===== config.mk =====
export PLATFORM = sky130hd
export DESIGN_NAME = serial_add_sequencer
export DESIGN_NICKNAME = d
export VERILOG_FILES = /design/src/rtl/serial_add_sequencer.sv
export SDC_FILE = /design/constraint.sdc
export NUM_CORES = 1
export LEC_CHECK = 0
export CAP_MARGIN = 20
export CORE_UTILIZATION = 50
export DETAILED_ROUTE_END_ITERATION = 8
export DONT_BUFFER_PORTS = 1
export PLACE_DENSITY = 0.67
export SYNTH_ARGS = -nofsm -noshare
export SYNTH_HDL_FRONTEND = slang
export SYNTH_SLANG_ARGS = --single-unit

===== constraint.sdc =====
create_clock -name CLK -period 1.6 [get_ports CLK]
set_clock_uncertainty 0.2 [all_clocks]
set_input_delay 0.48 -clock CLK [delete_from_list [all_inputs] [get_ports CLK]]
set_output_delay 0.48 -clock CLK [all_outputs]
set_load 0.03 [all_outputs]

===== src/rtl/serial_add_sequencer.sv =====
// rtl/serial_add_sequencer.sv - bit-serial adder: one full-adder cell sequenced LSB first over DWL slices
module serial_add_sequencer #(
    parameter int DWL = 4
) (
    input  logic           CLK,
    input  logic           RST,
    input  logic           in_valid,
    output logic           in_ready,
    input  logic [DWL-1:0] In1,
    input  logic [DWL-1:0] In2,
    output logic           out_valid,
    input  logic           out_ready,
    output logic [DWL:0]   Sum,
    output logic           busy
);

    localparam int CW = ($clog2(DWL) > 1) ? $clog2(DWL) : 1;
    localparam logic [CW-1:0] LAST = CW'(DWL - 1);

    typedef enum logic [1:0] {IDLE, SHIFT, DONE} state_t;

    state_t         state;
    state_t         state_nxt;
    logic [DWL-1:0] a_reg;
    logic [DWL-1:0] b_reg;
    logic [DWL-1:0] result;
    logic           carry;
    logic [CW-1:0]  cnt;
    logic           s;
    logic           cout;
    logic           load;
    logic           last;

    assign s    = a_reg[0] ^ b_reg[0] ^ carry;
    assign cout = (a_reg[0] & b_reg[0]) | (a_reg[0] & carry) | (b_reg[0] & carry);
    assign load = (state == IDLE) && in_valid;
    assign last = (state == SHIFT) && (cnt == LAST);

    always_ff @(posedge CLK) begin
        if (RST) begin
            state <= IDLE;
        end else begin
            state <= state_nxt;
        end
    end

    always_comb begin
        state_nxt = state;
        case (state)
            IDLE:    if (in_valid) state_nxt = SHIFT;
            SHIFT:   if (cnt == LAST) state_nxt = DONE;
            DONE:    if (out_ready) state_nxt = IDLE;
            default: state_nxt = IDLE;
        endcase
    end

    always_comb begin
        in_ready  = (state == IDLE);
        out_valid = (state == DONE);
        busy      = (state != IDLE);
    end

    // The final slice bypasses the result reg so Sum is complete on entry to DONE.
    always_ff @(posedge CLK) begin
        if (RST) begin
            a_reg  <= '0;
            b_reg  <= '0;
            result <= '0;
            carry  <= 1'b0;
            cnt    <= '0;
            Sum    <= '0;
        end else if (load) begin
            a_reg <= In1;
            b_reg <= In2;
            carry <= 1'b0;
            cnt   <= '0;
        end else if (state == SHIFT) begin
            a_reg  <= a_reg >> 1;
            b_reg  <= b_reg >> 1;
            result <= {s, result[DWL-1:1]};
            carry  <= cout;
            if (last) begin
                cnt <= '0;
                Sum <= {cout, s, result[DWL-1:1]};
            end else begin
                cnt <= cnt + 1'b1;
            end
        end
    end

endmodule

# After elaboration in Yosys (flattened, before gate mapping)
# Cells that the tools add are included.
# word_totals
reg_bits	22
word_cells	40
# op_classes
addsub	1
n_eq_ne	6
mux	9
n_bitwise	8
reduce_logical	9
# op_table
op	n
two-way mux 4 bit	4
two-way mux 2 bit	4
case mux 2 bit (3 select lines)	1
AND reduction 3 bit	2
== test 2 bit, second input constant	2
inequality test 2 bit, second input constant	2
nonzero test 2 bit	2
AND 1 bit	3
adder 2 x 1 -> 2 bit, second input constant	1
== test 2 x 1 -> 1 bit, second input constant	1
logical AND 1 bit	2
zero test 2 bit	1
inequality test 2 x 1 -> 1 bit, second input constant	1
OR 1 bit	2
AND reduction 2 bit	1
OR reduction 2 bit	1
bitwise XOR 1 bit	2
NOT 1 bit	1

# Depth between registers and ports, before layout
# logic_depth
word_depth	4
ltp_mapped	5
ltp_nobuf	4

# Worst setup path after synthesis
# Ideal clock, no wire load.
# synth_timing
path_kind	register to output
start	reg state[0]
end	out busy
arrival_ps	1151
required_time_ps	920
slack_ps	-231
stages_incl_launch_ff	4
n_path_buf	1
path_cell_list	dfxtp_1 > buf_6 > nor2_1 > inv_1
# synth_between
elab_chain_cells	1
# synth_rtl
element	line	source
start: declaration	22	state_t state;
start signal: assignment	43	state <= state_nxt;
nonzero test 2 bit	60	busy = (state != IDLE);
end: declaration	14	output logic busy
# Every way passes these cells.

# Final worst setup path
# layout_timing
start	reg state[1]
end	out out_valid
# layout_between
elab_chain_cells	1
# layout_rtl
element	line	source
== test 2 bit	59	out_valid = (state == DONE);
end: declaration	11	output logic out_valid,
# Every way passes these cells.

==> results <==
- The flow ran to the end, but the final reports show violations.
- The checks that failed: negative setup slack.
- 0 antenna diodes ended up in the layout.
- The classification of the worst-slack hold path is in2reg.
- The total power consumption of the routed design is 976 uW.
- In this run the critical register-to-register path is captured at b_reg[0].
- Measured along the x axis, the die boundary spans 45.0 um.
- In this run the deepest clock path goes through 2 buffers.
- Setup slack on the critical path of the routed design comes to -0.0389 ns.
- The first TritonRoute pass finished after 2 iterations.
- The library cell used as clock root buffer is sky130_fd_sc_hd__clkbuf_4.
- The most crowded layer after global routing is met2.
- The share of total power dissipated in the clock network is 0.270.
- The number of antenna violations at the first check in global routing is 0.
- For this run, the number of Yosys warnings is 0.
- The register with the most flip-flops in the layout has 5 of them.
- In this run the worst path has a maximum fanout of 3.
- In the routed layout, each cell is associated on average with a via count of 5.24.
- The core region area is 1730 um^2.
- At the pin with the least slew margin, the transition time is 0.455 ns.
- The power share of the sequential group is 0.577.
- The first global-routing pass estimated 2440 um of wire.
- The count of nets left with antenna violations once routing finished came out at 0.
- In the final design database the tool counted 114 nets.
- The average wire per standard cell is 12.5 um.
- The unique cell type count in the Yosys netlist is 24.
- The worst register-to-register path has a setup slack of 0.07 ns.
- The met3 global-route usage is 0.0920.
- The number of cells on the worst reg-to-reg path is 4.
- Traced cell by cell, the critical path runs through nor2b_4, buf_6.
- The timing startpoint of the critical path is state[1].
- The flop and latch count out of synthesis is 21.
- The final design area excluding fillers is 1060 um^2.
- Setup repair after global routing could not meet its margin everywhere.
- The startpoint class of the critical path is a flop.
- The static leakage power is 0.470 nW.
- The initial DRC count is 2.
- In this run the tightest slew margin relative to its limit is 0.695.
- The startpoint of the lowest-slack register-to-register path is state[0].
- The number of buffers added on ports is 0.
- The number of core rows is 15.
- Clock tree synthesis found a total of 21 sinks.
- The share of the Yosys chip area taken by registers is 0.455.
- The largest voltage drop on the vdd net is 0.571 mV.
- Counting instances, the worst hold path has a depth of 1.
- The post-detailed-placement cell area is 951 um^2.
- After global routing the overflow that remains totals 0.
- The latest clock arrival within the worst-skew pair is 0.31 ns.
- The combinational share of power is 0.153.
- The via count is 650.
- After synthesis the cells add up to 923 um^2.
- The cell-internal power is 716 uW.
- Of the total power, the share spent switching nets is 0.267.
- The worst setup path endpoint is out_valid.
- For this design, the slowest cell found on the critical path is sky130_fd_sc_hd__dfxtp_4.
- The pin count of the biggest net entering global routing is 21.
- For this run, the total global-route usage over all layers was measured as 0.170.
- The last weighted congestion value of the routability-driven placer is 0.711.
- Derived from the worst setup path, the maximum achievable clock frequency is 610 MHz.
- The critical path is of the reg2out type.
- The total net switching power is 260 uW.
- The required time reported for the critical path endpoint is 0.92 ns.
- The number of maximum-capacitance violations is 0.
- The sum of net half-perimeters after detailed placement is 1050 um.
- In the layout the commonest cells are 19 x sky130_fd_sc_hd__dfxtp_1, 15 x sky130_fd_sc_hd__nor2_1, 14 x sky130_fd_sc_hd__mux2i_1.
- The count of final setup violators is 2.
- The number of clock buffers added by TritonCTS is 3.
- The number of global-route vias before repair came to 580.
- The final critical-path required period is 1.64 ns.
- For this run, design rule violations remaining after detail routing come to 0.
- The routed design has 1550 um of wire.
- For this run, the slowest stage of the critical path takes 0.39 ns.
- The floorplan step set the die height to 45.0 um.
- For this design the ratio of total power to cell area is 924 nW/um^2.
- Synthesis produced 92 cells.
- For this run, global-route usage on met2 was measured as 0.272.
- Counting every net in the synthesized netlist gives 106.
- The max-slew violation count was 0.
- The clock tree from TritonCTS is built.
- After synthesis, the mean cell area works out to 10.0 um^2.
- In this run the most critical hold path is launched from RST.
- The library cell used most frequently in the layout, excluding fill and tap cells, is sky130_fd_sc_hd__dfxtp_1.
- The maximum level of the CTS H-tree is 1.
- The arrival time reported for the critical path endpoint is 0.96 ns.
- The global routing met1 resource utilization is 0.201.
- The worst setup path is captured at an output port.
- The effective utilization at floorplan is 0.535.
- The die footprint is 2020 um^2.
- Dividing the final minimum period by the clock period gives 1.02.
- Relative to the synthesized area, the layout overhead comes to 14.5%.
- The final-report hold violation count came to 0.
- 20 I/O pins were placed.
- Of the cells placed in the final design, the portion with a size suffix greater than 1 is 0.242.
- The clock edge transition at the registers on the reported setup and hold paths is 0.12 ns.
==> critical path: cells and delay by family (launching register included) <==
| kind | cells | cell delay (ns) |
|---|---|---|
| simple gates | 1 | 0.14 |
| buf+inv | 1 | 0.13 |
| flops | 1 | 0.39 |
==> power by group through the flow <==
stage	sequential, mW	combinational, mW	clock, mW
final	0.564	0.149	0.264
after global routing	0.568	0.163	0.306
after CTS	0.563	0.140	0.278
after detailed placement	0.579	0.124	0
after global placement	0.578	0.121	0
after floorplan	0.571	0.120	0
==> cell type report <==
class / instances / area, um^2
multi-input cells: 64 / 472
fillers: 155 / 669
clock buffers: 3 / 22.5
well taps: 25 / 31.3
clock inverters: 1 / 7.51
flip-flops and latches: 21 / 428
repair buffers: 9 / 92.6
inverters: 1 / 3.75
==> logic make-up after synthesis <==
kind of cell / after synthesis / share of synthesized area
muxes: 14 / 0.152
AOI/OAI and AO/OA: 12 / 0.0976
and+or+nand+nor: 36 / 0.195
buffers and inverters: 7 / 0.0650
DFF: 21 / 0.455
adders and majority gates: 2 / 0.0352
==> per-stage QoR <==
step                 TNS, ns  hold slack [ns]  setup slack, ns  instances  utilization
floorplan            -0.0350            0.247          -0.0251         92            -
global placement           0            0.249           0.0520        116        0.551
detailed placement  -0.00784            0.261         -0.00784        116        0.551
CTS                   -0.109          0.00331          -0.0800        123        0.595
global route          -0.228          0.00107          -0.0940        124        0.612
finish               -0.0736           0.0256          -0.0389        124        0.612
==> metal layers <==
layer,vias up,share of wire
met5,-,0
met4,0,0
met3,0,0.044
met2,13,0.48
met1,303,0.47
li1,334,-
==> what timing repair did <==
action                                  CTS  global route
hold buffers                              1             1
endpoints found under the setup margin    4             4
setup buffers                             2             0
resized for setup                         9             4
gates cloned                              0             0
pin swaps                                 0             1
hold endpoints to repair                  2            12
==> cell usage after synthesis <==
master | count | area [um^2]
sky130_fd_sc_hd__a211oi_1 | 3 | 22.5
sky130_fd_sc_hd__a211oi_2 | 2 | 25.0
sky130_fd_sc_hd__a21oi_1 | 5 | 25.0
sky130_fd_sc_hd__buf_6 | 3 | 33.8
sky130_fd_sc_hd__buf_8 | 1 | 15.0
sky130_fd_sc_hd__clkbuf_1 | 2 | 7.51
sky130_fd_sc_hd__dfxtp_1 | 21 | 420
sky130_fd_sc_hd__fa_1 | 1 | 20.0
sky130_fd_sc_hd__ha_1 | 1 | 12.5
sky130_fd_sc_hd__inv_1 | 1 | 3.75
sky130_fd_sc_hd__mux2i_1 | 14 | 140
sky130_fd_sc_hd__nand2_1 | 3 | 11.3
sky130_fd_sc_hd__nand2b_1 | 4 | 25.0
sky130_fd_sc_hd__nand3_1 | 2 | 10.0
sky130_fd_sc_hd__nand3b_1 | 1 | 7.51
sky130_fd_sc_hd__nor2_1 | 16 | 60.1
sky130_fd_sc_hd__nor2b_1 | 1 | 6.26
sky130_fd_sc_hd__nor3_1 | 4 | 20.0
sky130_fd_sc_hd__nor3b_1 | 1 | 7.51
sky130_fd_sc_hd__o21a_1 | 1 | 7.51
sky130_fd_sc_hd__o21ba_2 | 1 | 10.0
sky130_fd_sc_hd__or3_1 | 1 | 6.26
sky130_fd_sc_hd__or3b_1 | 1 | 8.76
sky130_fd_sc_hd__or3b_2 | 2 | 17.5
==> how the worst min path moves through the flow <==
stage               end  slack [ns]
2_1_floorplan  a_reg[3]        0.25
3_3_place_gp   b_reg[3]        0.25
3_5_place_dp   b_reg[3]        0.26
4_1_cts        a_reg[3]       0.003
5_1_grt          Sum[3]       0.001
6_report       b_reg[3]        0.03
Note: power is estimated with default switching activity, not from simulation.
